## config.mk

```make
export PLATFORM = sky130hd
export DESIGN_NAME = endeavour_uart_rx
export DESIGN_NICKNAME = d
export VERILOG_FILES = /design/src/rtl/endeavour_uart_pkg.sv /design/src/rtl/uart_rx_fifo.sv /design/src/rtl/endeavour_uart_rx.sv
export SDC_FILE = /design/constraint.sdc
export NUM_CORES = 1
export LEC_CHECK = 0
export ABC_AREA = 0
export CAP_MARGIN = 20
export CORE_ASPECT_RATIO = 1.25
export CORE_MARGIN = 4
export CORE_UTILIZATION = 45
export DETAILED_ROUTE_END_ITERATION = 16
export PLACE_DENSITY = 0.75
export SLEW_MARGIN = 0
export SYNTH_ARGS = -nofsm -noshare
export SYNTH_HDL_FRONTEND = slang
export SYNTH_SLANG_ARGS = --single-unit
```

## constraint.sdc

```tcl
create_clock -name clk -period 3 [get_ports clk]
set_input_delay 0.75 -clock clk [delete_from_list [all_inputs] [get_ports clk]]
set_output_delay 0.75 -clock clk [all_outputs]
set_load 0.01 [all_outputs]
```

## src/rtl/endeavour_uart_pkg.sv

```systemverilog
// endeavour_uart_pkg: shared state encoding, FIFO entry layout and frame width for the UART receive path
package endeavour_uart_pkg;
    localparam int UART_DATA_BITS = 8;
    typedef enum logic [2:0] {IDLE, START, DATA, PARITY, STOP, WAIT_IDLE} rx_state_e;
    typedef struct packed {
        logic                      frame_err;
        logic                      parity_err;
        logic [UART_DATA_BITS-1:0] data;
    } rx_entry_t;
endpackage

```

## src/rtl/uart_rx_fifo.sv

```systemverilog
// uart_rx_fifo: first-word-fall-through receive queue with sticky overflow flag
// Ports: clk/nreset (async active-low); push/push_entry write side (dropped when full and not popping);
//        head_valid/head_ready/head read side; overflow sticky, cleared by clear_overflow.
module uart_rx_fifo
    import endeavour_uart_pkg::*;
#(
    parameter int FIFO_DEPTH = 4
) (
    input  logic      clk,
    input  logic      nreset,
    input  logic      push,
    input  rx_entry_t push_entry,
    output logic      head_valid,
    input  logic      head_ready,
    output rx_entry_t head,
    output logic      overflow,
    input  logic      clear_overflow
);
    localparam int AW = $clog2(FIFO_DEPTH);
    rx_entry_t      mem_q [FIFO_DEPTH];
    rx_entry_t      mem_d [FIFO_DEPTH];
    logic [AW:0]    wr_q, wr_d, rd_q, rd_d;
    logic           overflow_q, overflow_d;
    logic           empty, full, pop, accept;
    always_comb begin
        empty      = wr_q == rd_q;
        full       = (wr_q[AW] != rd_q[AW]) && (wr_q[AW-1:0] == rd_q[AW-1:0]);
        pop        = head_ready && !empty;
        // a pop frees the head slot in the same cycle, so a full FIFO can still take the push
        accept     = push && (!full || pop);
        mem_d      = mem_q;
        if (accept) mem_d[wr_q[AW-1:0]] = push_entry;
        wr_d       = wr_q + {{AW{1'b0}}, accept};
        rd_d       = rd_q + {{AW{1'b0}}, pop};
        overflow_d = (push && !accept) || (overflow_q && !clear_overflow);
    end
    always_ff @(posedge clk or negedge nreset) begin
        if (!nreset) begin
            mem_q      <= '{default: '0};
            wr_q       <= '0;
            rd_q       <= '0;
            overflow_q <= 1'b0;
        end else begin
            mem_q      <= mem_d;
            wr_q       <= wr_d;
            rd_q       <= rd_d;
            overflow_q <= overflow_d;
        end
    end
    assign head_valid = !empty;
    assign head       = mem_q[rd_q[AW-1:0]];
    assign overflow   = overflow_q;
endmodule

```

## src/rtl/endeavour_uart_rx.sv

```systemverilog
// endeavour_uart_rx: UART receiver (start, 8 data LSB first, optional parity, stop) feeding a small FIFO
// Ports: clk, nreset (async active-low); rx serial line; divisor = clocks per bit minus 1;
//        parity_en/parity_odd frame options; rx_valid/rx_ready/rx_data/rx_parity_err/rx_frame_err FIFO head;
//        overflow sticky drop flag with clear_overflow; busy = receiver not idle.
module endeavour_uart_rx
    import endeavour_uart_pkg::*;
#(
    parameter int DIV_WIDTH  = 16,
    parameter int FIFO_DEPTH = 4
) (
    input  logic                 clk,
    input  logic                 nreset,
    input  logic                 rx,
    input  logic [DIV_WIDTH-1:0] divisor,
    input  logic                 parity_en,
    input  logic                 parity_odd,
    output logic                 rx_valid,
    input  logic                 rx_ready,
    output logic [7:0]           rx_data,
    output logic                 rx_parity_err,
    output logic                 rx_frame_err,
    output logic                 overflow,
    input  logic                 clear_overflow,
    output logic                 busy
);
    rx_state_e              state_q, state_d;
    logic [1:0]             sync_q, sync_d;
    logic [DIV_WIDTH-1:0]   cnt_q, cnt_d, div_q, div_d, div_in;
    logic [2:0]             idx_q, idx_d;
    logic [7:0]             data_q, data_d;
    logic                   pen_q, pen_d, podd_q, podd_d, perr_q, perr_d;
    logic                   rx_s, sample, push;
    rx_entry_t              entry, head;
    always_comb begin
        rx_s    = sync_q[1];
        sync_d  = {sync_q[0], rx};
        div_in  = (divisor == '0) ? DIV_WIDTH'(1) : divisor;
        sample  = cnt_q == '0;
        cnt_d   = (state_q == IDLE) ? cnt_q : (sample ? div_q : cnt_q - DIV_WIDTH'(1));
        state_d = state_q;
        div_d   = div_q;
        idx_d   = idx_q;
        data_d  = data_q;
        pen_d   = pen_q;
        podd_d  = podd_q;
        perr_d  = perr_q;
        push    = 1'b0;
        case (state_q)
            IDLE: if (!rx_s) begin
                // half-period preload puts every later sample near mid-bit
                state_d = START;
                div_d   = div_in;
                cnt_d   = div_in >> 1;
                pen_d   = parity_en;
                podd_d  = parity_odd;
                perr_d  = 1'b0;
            end
            START: if (sample) begin
                state_d = rx_s ? IDLE : DATA;
                idx_d   = 3'd0;
            end
            DATA: if (sample) begin
                data_d[idx_q] = rx_s;
                idx_d         = idx_q + 3'd1;
                if (idx_q == 3'd7) state_d = pen_q ? PARITY : STOP;
            end
            PARITY: if (sample) begin
                perr_d  = rx_s ^ (^data_q) ^ podd_q;
                state_d = STOP;
            end
            STOP: if (sample) begin
                push    = 1'b1;
                state_d = rx_s ? IDLE : WAIT_IDLE;
            end
            WAIT_IDLE: if (rx_s) state_d = IDLE;
            default: state_d = IDLE;
        endcase
        entry.frame_err  = ~rx_s;
        entry.parity_err = perr_q;
        entry.data       = data_q;
    end
    always_ff @(posedge clk or negedge nreset) begin
        if (!nreset) begin
            state_q <= IDLE;
            sync_q  <= 2'b11;
            cnt_q   <= '0;
            div_q   <= '0;
            idx_q   <= '0;
            data_q  <= '0;
            pen_q   <= 1'b0;
            podd_q  <= 1'b0;
            perr_q  <= 1'b0;
        end else begin
            state_q <= state_d;
            sync_q  <= sync_d;
            cnt_q   <= cnt_d;
            div_q   <= div_d;
            idx_q   <= idx_d;
            data_q  <= data_d;
            pen_q   <= pen_d;
            podd_q  <= podd_d;
            perr_q  <= perr_d;
        end
    end
    uart_rx_fifo #(.FIFO_DEPTH(FIFO_DEPTH)) u_fifo (
        .clk            (clk),
        .nreset         (nreset),
        .push           (push),
        .push_entry     (entry),
        .head_valid     (rx_valid),
        .head_ready     (rx_ready),
        .head           (head),
        .overflow       (overflow),
        .clear_overflow (clear_overflow)
    );
    assign rx_data       = head.data;
    assign rx_parity_err = head.parity_err;
    assign rx_frame_err  = head.frame_err;
    assign busy          = state_q != IDLE;
endmodule

```

=== Word level (Yosys, flattened, before mapping) ===
Cells that the tools add are included.
Widths: inputs -> output; s select.

* Bits in registers: 98
* Input port bits: 23
* Output and inout bits: 13

* Add/subtract/negate cells: 4
* $lt $le $gt $ge: 5
* Equal/unequal tests: 16
* Muxes and demuxes: 33
* Bitwise operators: 5
* Reductions and logical operators: 25

{| class="wikitable"
|+ Operators with widths
! kind !! count
|-
| $mux 16 || 5
|-
| $bwmux 40 || 1
|-
| $mux 3 || 11
|-
| $logic_not 16->1 || 2
|-
| $mux 10 || 3
|-
| $bmux 10 s2 || 1
|-
| $demux 10 s2 || 1
|-
| $pmux 3 s6 || 1
|-
| $sub 16x1->16 const B || 1
|-
| $ne 2x2->1 const B || 7
|-
| $eq 3x3->1 const B || 3
|-
| $bwmux 8 || 1
|-
| $reduce_xor 8->1 || 1
|-
| $logic_and 1x1->1 || 7
|-
| $reduce_and 7->1 || 1
|-
| $add 3x1->3 || 2
|-
| $eq 3x2->1 const B || 2
|-
| $ge 3x3->1 const B || 2
|-
| $not 2->3 || 2
|-
| $pmux 3 s2 || 1
|-
| $reduce_and 3->1 || 2
|-
| $mux 1 || 5
|-
| $logic_not 1->1 || 4
|-
| $lt 3x4->1 const B || 1
|-
| 17 further kinds || 21
|}

=== Longest topological paths before layout ===
Gate-level depths: netlist (run 1).

* Depth in word-level cells: 8
* Mapped depth: 9
* Depth with buffers taken out: 9

=== Modules after synthesis ===
Synthesis (run 1) repeated with hierarchy kept, for this count alone.

* Cell total of the unflattened synthesis: 399
* Area, all modules: 5094.9 um^2

{| class="wikitable"
|+ Modules (own cells, without submodules)
! module !! times used !! cells each !! area each (um^2)
|-
| endeavour_uart_rx || 1 || 275 || 2917.8
|-
| uart_rx_fifo || 1 || 124 || 2177.1
|}

=== Least setup slack after synthesis (run 1) ===
OpenSTA, ideal clock, no wires.

* Path kind: reg2out
* Start: reg u_fifo.rd_q[0]
* End: out rx_data[0]
* Data arrival time: 1.501 ns
* Path slack: 0.749 ns
* Cell stages (with the launch flop): 3
* Cell sequence: dfrtp_1 buf_1 mux4_2

* Cells in the longest elaborated chain, start to end: 4

{| class="wikitable"
|+ Ends and longest elaborated chain
! item !! line !! text
|-
| start, declared || uart_rx_fifo.sv:22 || <nowiki>logic [AW:0] wr_q, wr_d, rd_q, rd_d;</nowiki>
|-
| start signal, assigned || uart_rx_fifo.sv:46 || <nowiki>rd_q <= rd_d;</nowiki>
|-
| $not 2->3 (implied by the code) || uart_rx_fifo.sv:51 || <nowiki>assign head = mem_q[rd_q[AW-1:0]];</nowiki>
|-
| $bmux 10 s2 || uart_rx_fifo.sv:51 ||
|-
| $mux 10 (implied by the code) (2 in a row) || uart_rx_fifo.sv:51 ||
|-
| end, declared || endeavour_uart_rx.sv:19 || <nowiki>output logic [7:0] rx_data,</nowiki>
|}

Every way passes these cells. The select of a mux whose other input is x is not followed.

=== Worst setup path after layout (run 1) ===
* Start: reg u_fifo.rd_q[0]
* End: out rx_data[4]

The elaborated chain is that of the path after synthesis.

==> results.py, run 1 <==
metrics = {
    "setup_path": {
        "r2r-start": "cnt_q[0]",
        "end_kind": "output pin",
        "critical_path_class": "reg2out",
        "path_max_fanout": 10,
        "crit_arrival_ps": 2040,
        "ff2ff_path_depth": 8,
        "required_ps": 2250,
        "start_kind": "flip-flop",
        "startpoint": "u_fifo.rd_q[0]",
        "crit_path_end": "rx_data[4]",
        "crit_path_top_delay_cell": "mux4_2",
        "r2r_end": "u_fifo.mem_q[36]",
        "cp_cell_sequence": "buf_4 > mux4_2 > clkdlybuf4s50_1",
        "reg2reg_slack_ps": 540,
        "max_stage_delay_ps": 540,
    },
    "clock_tree": {
        "clk_pin_slew_ps": 70,
        "cts_max_level": 3,
        "cts_tree": "built",
        "clock_latency_ps": 350,
        "clock_path_buffers": 2,
        "clock-sinks": 98,
        "cts_resized": 0,
        "post_cts_buffers": 0,
        "cts_inserted_buffers": 9,
        "cts_hold_buf": 0,
        "clock-root-buffer": "clkbuf_16",
    },
    "power_and_ir_drop": {
        "p_switching_mw": 1.48,
        "leakagePower_nw": 2.60,
        "p_per_area_nw_per_um2": 740,
        "clockPowerShare": 0.262,
        "intPower_mw": 2.86,
        "ir_worst_vdd_v": 0.000394,
        "swShare": 0.341,
        "power_frac_comb": 0.308,
        "power_frac_seq": 0.430,
    },
    "logic_synthesis": {
        "synth_top_area_frac": 0.482,
        "synth_cells": 411,
        "synth_edf_count": 0,
        "synthTopCellsByArea": "dfrtp_1, mux2_2, mux4_2, mux2i_1, mux2_4",
        "yosys-top-cells-count": "dfrtp_1, mux2_2, o21ai_0, mux2i_1, nand2_1",
        "ys.flop_type": "dfrtp_1",
        "postSynthAreaPerCell_sq_um": 12.1,
        "yosys_warnings": 0,
        "yosysMostFrequentCell": "dfrtp_1",
        "yosys.area.top_type": "dfrtp_1",
        "synth-seq-cells": 98,
        "netlist_area_sq_um": 4980,
        "synthArstFlopShare": 1.00,
        "syn_nets": 442,
        "synth_cell_type_count": 58,
        "ys_seq_area_frac": 0.493,
    },
    "final_layout": {
        "n_antenna_cell": 0,
        "nNetsFinal": 487,
        "drive_above_1_share": 0.254,
        "fillCellCount": 914,
        "fin_util": 0.547,
        "stdcell_area_sq_um": 5870,
        "seq_area_sq_um": 2450,
        "multiInputGateArea_sq_um": 2380,
        "areaGrowthSynthToFinish_pct": 17.7,
    },
    "floorplan": {
        "start_util": 0.465,
        "rows": 42,
        "io-pin-count": 36,
        "placeableCoreArea_sq_um": 10700,
        "die_w_microns": 102,
        "fp.dieArea_sq_um": 12800,
        "dieHeight_microns": 126,
    },
    "sta": {
        "tightest_slew_ps": 517,
        "max_slew_margin": 0.655,
        "hold_viol_final": 0,
        "finalMaxSlewViolations": 0,
        "setup_viol": 0,
        "hold-worst-slack_ps": 358,
        "skew_ps": 8.29,
        "max_freq_mhz": 358,
        "fin_crit_sh": 0.931,
        "fin_crit_ps": 2790,
        "rsz0062_at_grt": "no",
    },
    "routing": {
        "drt_pass1_iterations": 4,
        "ant_nets": 0,
        "drc": 0,
        "vias": 3425,
        "drt-initial-drc-count": 148,
        "wl_microns": 10300,
        "wl_per_cell_microns": 17.4,
        "vias_per_cell": 5.78,
    },
    "global_routing": {
        "antenna_found_initial": 0,
        "gr-total-overflow": 0,
        "grt_pass1_vias": 3521,
        "grt_max_degree": 99,
        "grtUsageTotal": 0.172,
        "grt_pass1_wl_microns": 17500,
    },
    "placement": {
        "portBuffers": 35,
        "dp_hpwl_microns": 7140,
        "placed_cell_area_sq_um": 5560,
        "gp_congestion": 0.912,
    },
    "hold_path": {
        "holdCritStartpoint": "sync_q[0]",
        "hp-class": "reg2reg",
        "hold_depth": 0,
    },
    "flow_run": {
        "drv_cap": 0,
    },
    "outcome": {
        "outcome": "finished, final reports clean",
    },
}
==> cells in the final DEF, fill, tap and decap left out, types with 3 or more instances in the layout <==
cell,count
dfrtp_1,96
clkdlybuf4s50_1,34
nand2b_1,4
nand3b_1,5
nand2_1,17
buf_4,20
nor2_1,14
inv_6,3
ha_1,8
xnor2_1,14
nor3_1,12
a31oi_1,4
a21oi_1,7
mux4_2,10
mux2i_1,19
mux2_2,50
nand3_1,6
xor2_1,6
nor4_1,7
nor2b_1,9
mux2_4,9
clkbuf_16,9
o2bb2ai_1,3
inv_1,13
o31ai_1,4
nand4_1,3
o211ai_1,6
o21ai_0,21
o22ai_1,5
==> logic make-up after synthesis <==
family,after synthesis,synth area share
compound gates,65,0.0849
mux,90,0.228
fa+ha+maj,8,0.0201
xor+xnor,20,0.0351
flops,98,0.493
simple gates,95,0.110
buf+inv,35,0.0294
==> worst max-delay path, delay by kind of cell, from the launching register on <==
kind,cells,cell delay (ps)
buffers and inverters,2,750
muxes,1,540
DFF,1,400
==> how the worst min path moves through the flow <==
stage,end
floorplan,sync_q[1]
global placement,sync_q[1]
detailed placement,sync_q[1]
CTS,sync_q[1]
global route,sync_q[1]
finish,sync_q[1]
==> layer usage <==
layer	wire [microns]	track usage
met1	4350	0.218
met4	194	0.0595
met3	389	0.0271
met2	5370	0.294
met5	0	0
==> metrics by stage <==
| step | setup WS [ps] | setup TNS (ps) | std cells | power (mW) |
|---|---|---|---|---|
| final | 207 | 0 | 593 | 4.34 |
| after CTS | 92.9 | 0 | 592 | 4.38 |
| after global routing | 143 | 0 | 593 | 4.64 |
| after global placement | 14.6 | 0 | 576 | 3.16 |
| after detailed placement | -53.6 | -452 | 576 | 3.23 |
| after floorplan | 749 | 0 | 411 | 2.79 |
==> power groups by stage <==
stage          combinational [mW]  sequential, mW  clock [mW]
4_1_cts                      1.35            1.86        1.17
2_1_floorplan                1.00            1.79           0
5_1_grt                      1.50            1.91        1.23
3_3_place_gp                 1.29            1.87           0
6_report                     1.34            1.87        1.14
3_5_place_dp                 1.34            1.89           0
==> final cells by class <==
cell class	instances	share of cell area
repair buffers	56	0.0889
flip-flops and latches	98	0.418
clock inverters	6	0.00938
multi-input cells	278	0.406
well taps	132	0.0282
clock buffers	10	0.0407
inverters	13	0.00832
==> sequential cells by signal, summed over array words and instances (netlist names), 3 cells and up <==
signal        cells
u_fifo.mem_q     40
cnt_q            16
div_q            16
data_q            8
idx_q             3
state_q           3
u_fifo.rd_q       3
u_fifo.wr_q       3
No activity file was read; power rests on OpenSTA's default activity.
==> run 2: changes to the inputs <==
--- a/config.mk
+++ b/config.mk
@@ -6,12 +6,14 @@
 export NUM_CORES = 1
 export LEC_CHECK = 0
 export ABC_AREA = 0
+export ABC_CLOCK_PERIOD_IN_PS = 3000
 export CAP_MARGIN = 20
 export CORE_ASPECT_RATIO = 1.25
 export CORE_MARGIN = 4
-export CORE_UTILIZATION = 45
+export CORE_UTILIZATION = 55
 export DETAILED_ROUTE_END_ITERATION = 16
-export PLACE_DENSITY = 0.75
+export PLACE_DENSITY = 0.86
+export SKIP_CTS_REPAIR_TIMING = 1
 export SLEW_MARGIN = 0
 export SYNTH_ARGS = -nofsm -noshare
 export SYNTH_HDL_FRONTEND = slang
==> results.py, run 2 (synthesized netlist as in run 1, its figures left out) <==
metrics = {
    "power_and_ir_drop": {
        "p_per_area_nw_per_um2": 709,
        "leakagePower_nw": 2.53,
        "ir_worst_vdd_v": 0.000478,
    },
    "flow_run": {
        "drv_cap": 0,
    },
    "floorplan": {
        "placeableCoreArea_sq_um": 8750,
        "die_w_microns": 93.1,
        "rows": 38,
        "io-pin-count": 36,
        "dieHeight_microns": 114,
        "fp.dieArea_sq_um": 10700,
        "start_util": 0.570,
    },
    "final_layout": {
        "stdcell_area_sq_um": 5740,
        "top_regs": "u_fifo.mem_q: 40 flops, cnt_q: 16 flops, div_q: 16 flops",
        "areaGrowthSynthToFinish_pct": 15.1,
        "fillCellCount": 681,
        "largest_reg_flops": 40,
        "nNetsFinal": 485,
        "largest_register": "u_fifo.mem_q",
        "layout.cells.non_filler": 578,
        "n_antenna_cell": 0,
        "drive_above_1_share": 0.249,
        "layout_commonest_cell": "dfrtp_1",
        "layout_common_cells": "dfrtp_1, mux2_2, clkdlybuf4s50_1",
    },
    "routing": {
        "wl_per_cell_microns": 17.9,
        "ant_nets": 0,
        "wl_microns": 10300,
        "drc": 0,
        "vias": 3488,
        "vias_per_cell": 6.03,
        "drt-initial-drc-count": 176,
        "drt_pass1_iterations": 4,
    },
    "clock_tree": {
        "cts_max_level": 3,
        "cts_tree": "built",
        "clock_path_buffers": 2,
        "clock_latency_ps": 370,
        "clk_pin_slew_ps": 90,
        "cts_inserted_buffers": 9,
        "clock-root-buffer": "clkbuf_8",
        "clock-sinks": 98,
    },
    "placement": {
        "placed_cell_area_sq_um": 5530,
        "dp_cells": 562,
        "portBuffers": 35,
        "dp_hpwl_microns": 7310,
        "gp_congestion": 0.887,
    },
    "sta": {
        "setup_viol": 0,
        "tightest_slew_ps": 608,
        "fin_crit_sh": 0.940,
        "rsz0062_at_grt": "no",
        "skew_ps": 8.96,
        "hold-worst-slack_ps": 362,
        "max_slew_margin": 0.595,
        "fin_crit_ps": 2820,
        "max_freq_mhz": 355,
        "hold_viol_final": 0,
        "finalMaxSlewViolations": 0,
    },
    "setup_path": {
        "critPathTopFamily": "buffers and inverters",
        "max_stage_delay_ps": 540,
        "reg2reg_slack_ps": 690,
        "required_ps": 2250,
        "path_max_fanout": 10,
        "crit_path_top_delay_cell": "mux4_2",
        "crit_arrival_ps": 2070,
        "critPathBufInv": 2,
        "critical_path_class": "reg2out",
        "start_kind": "flip-flop",
        "cp_cell_sequence": "buf_4 > mux4_2 > clkdlybuf4s50_1",
        "end_kind": "output pin",
    },
    "global_routing": {
        "grtUsageTotal": 0.209,
        "grt_pass1_wl_microns": 17500,
        "grt_pass1_vias": 3587,
        "grt_max_degree": 54,
        "gr-total-overflow": 0,
        "antenna_found_initial": 0,
    },
    "outcome": {
        "outcome": "finished, final reports clean",
    },
    "hold_path": {
        "hp-class": "reg2reg",
    },
}
[run 2: through the flow]
step	total power [mW]	setup slack (ps)	utilization	TNS (ps)
detailed placement	3.23	-22.9	0.632	-160
floorplan	2.79	749	-	0
finish	4.07	180	0.656	0
global route	4.32	54.9	0.656	0
global placement	3.15	13.7	0.632	0
CTS	4.07	136	0.654	0
[run 2: layout make-up]
cell class	count	area, sq um	area share
Sequential cell	98	2450	0.428
Multi-Input combinational cell	278	2380	0.415
Timing Repair Buffer	54	507	0.0884
Tap cell	120	150	0.0262
Clock buffer	9	124	0.0216
Clock inverter	6	68.8	0.0120
Inverter	13	48.8	0.00851
[run 2: report_power, final]
part           switching, mW  internal (mW)
Clock                  0.465          0.382
Sequential             0.270           1.60
Combinational          0.687          0.668
Total                   1.42           2.65
[run 2: path summary, 6_finish.rpt]
path                            cells past startpoint              to           start
worst max-delay path                                3      rx_data[3]  u_fifo.rd_q[0]
worst min-delay path                                0       sync_q[1]       sync_q[0]
worst max register to register                      9  u_fifo.wr_q[2]        cnt_q[0]
worst min register to register                      0       sync_q[1]       sync_q[0]
max in group asynchronous                           2          podd_q          nreset
min in group asynchronous                           1  u_fifo.wr_q[2]          nreset
[run 2: metal layers]
layer  up-vias  share of wire  GRT usage
met5         -              0          0
met4         0          0.021     0.0811
met3        22          0.041     0.0342
met2        95           0.51      0.352
met1      1769           0.43      0.271
li1       1602              -          -
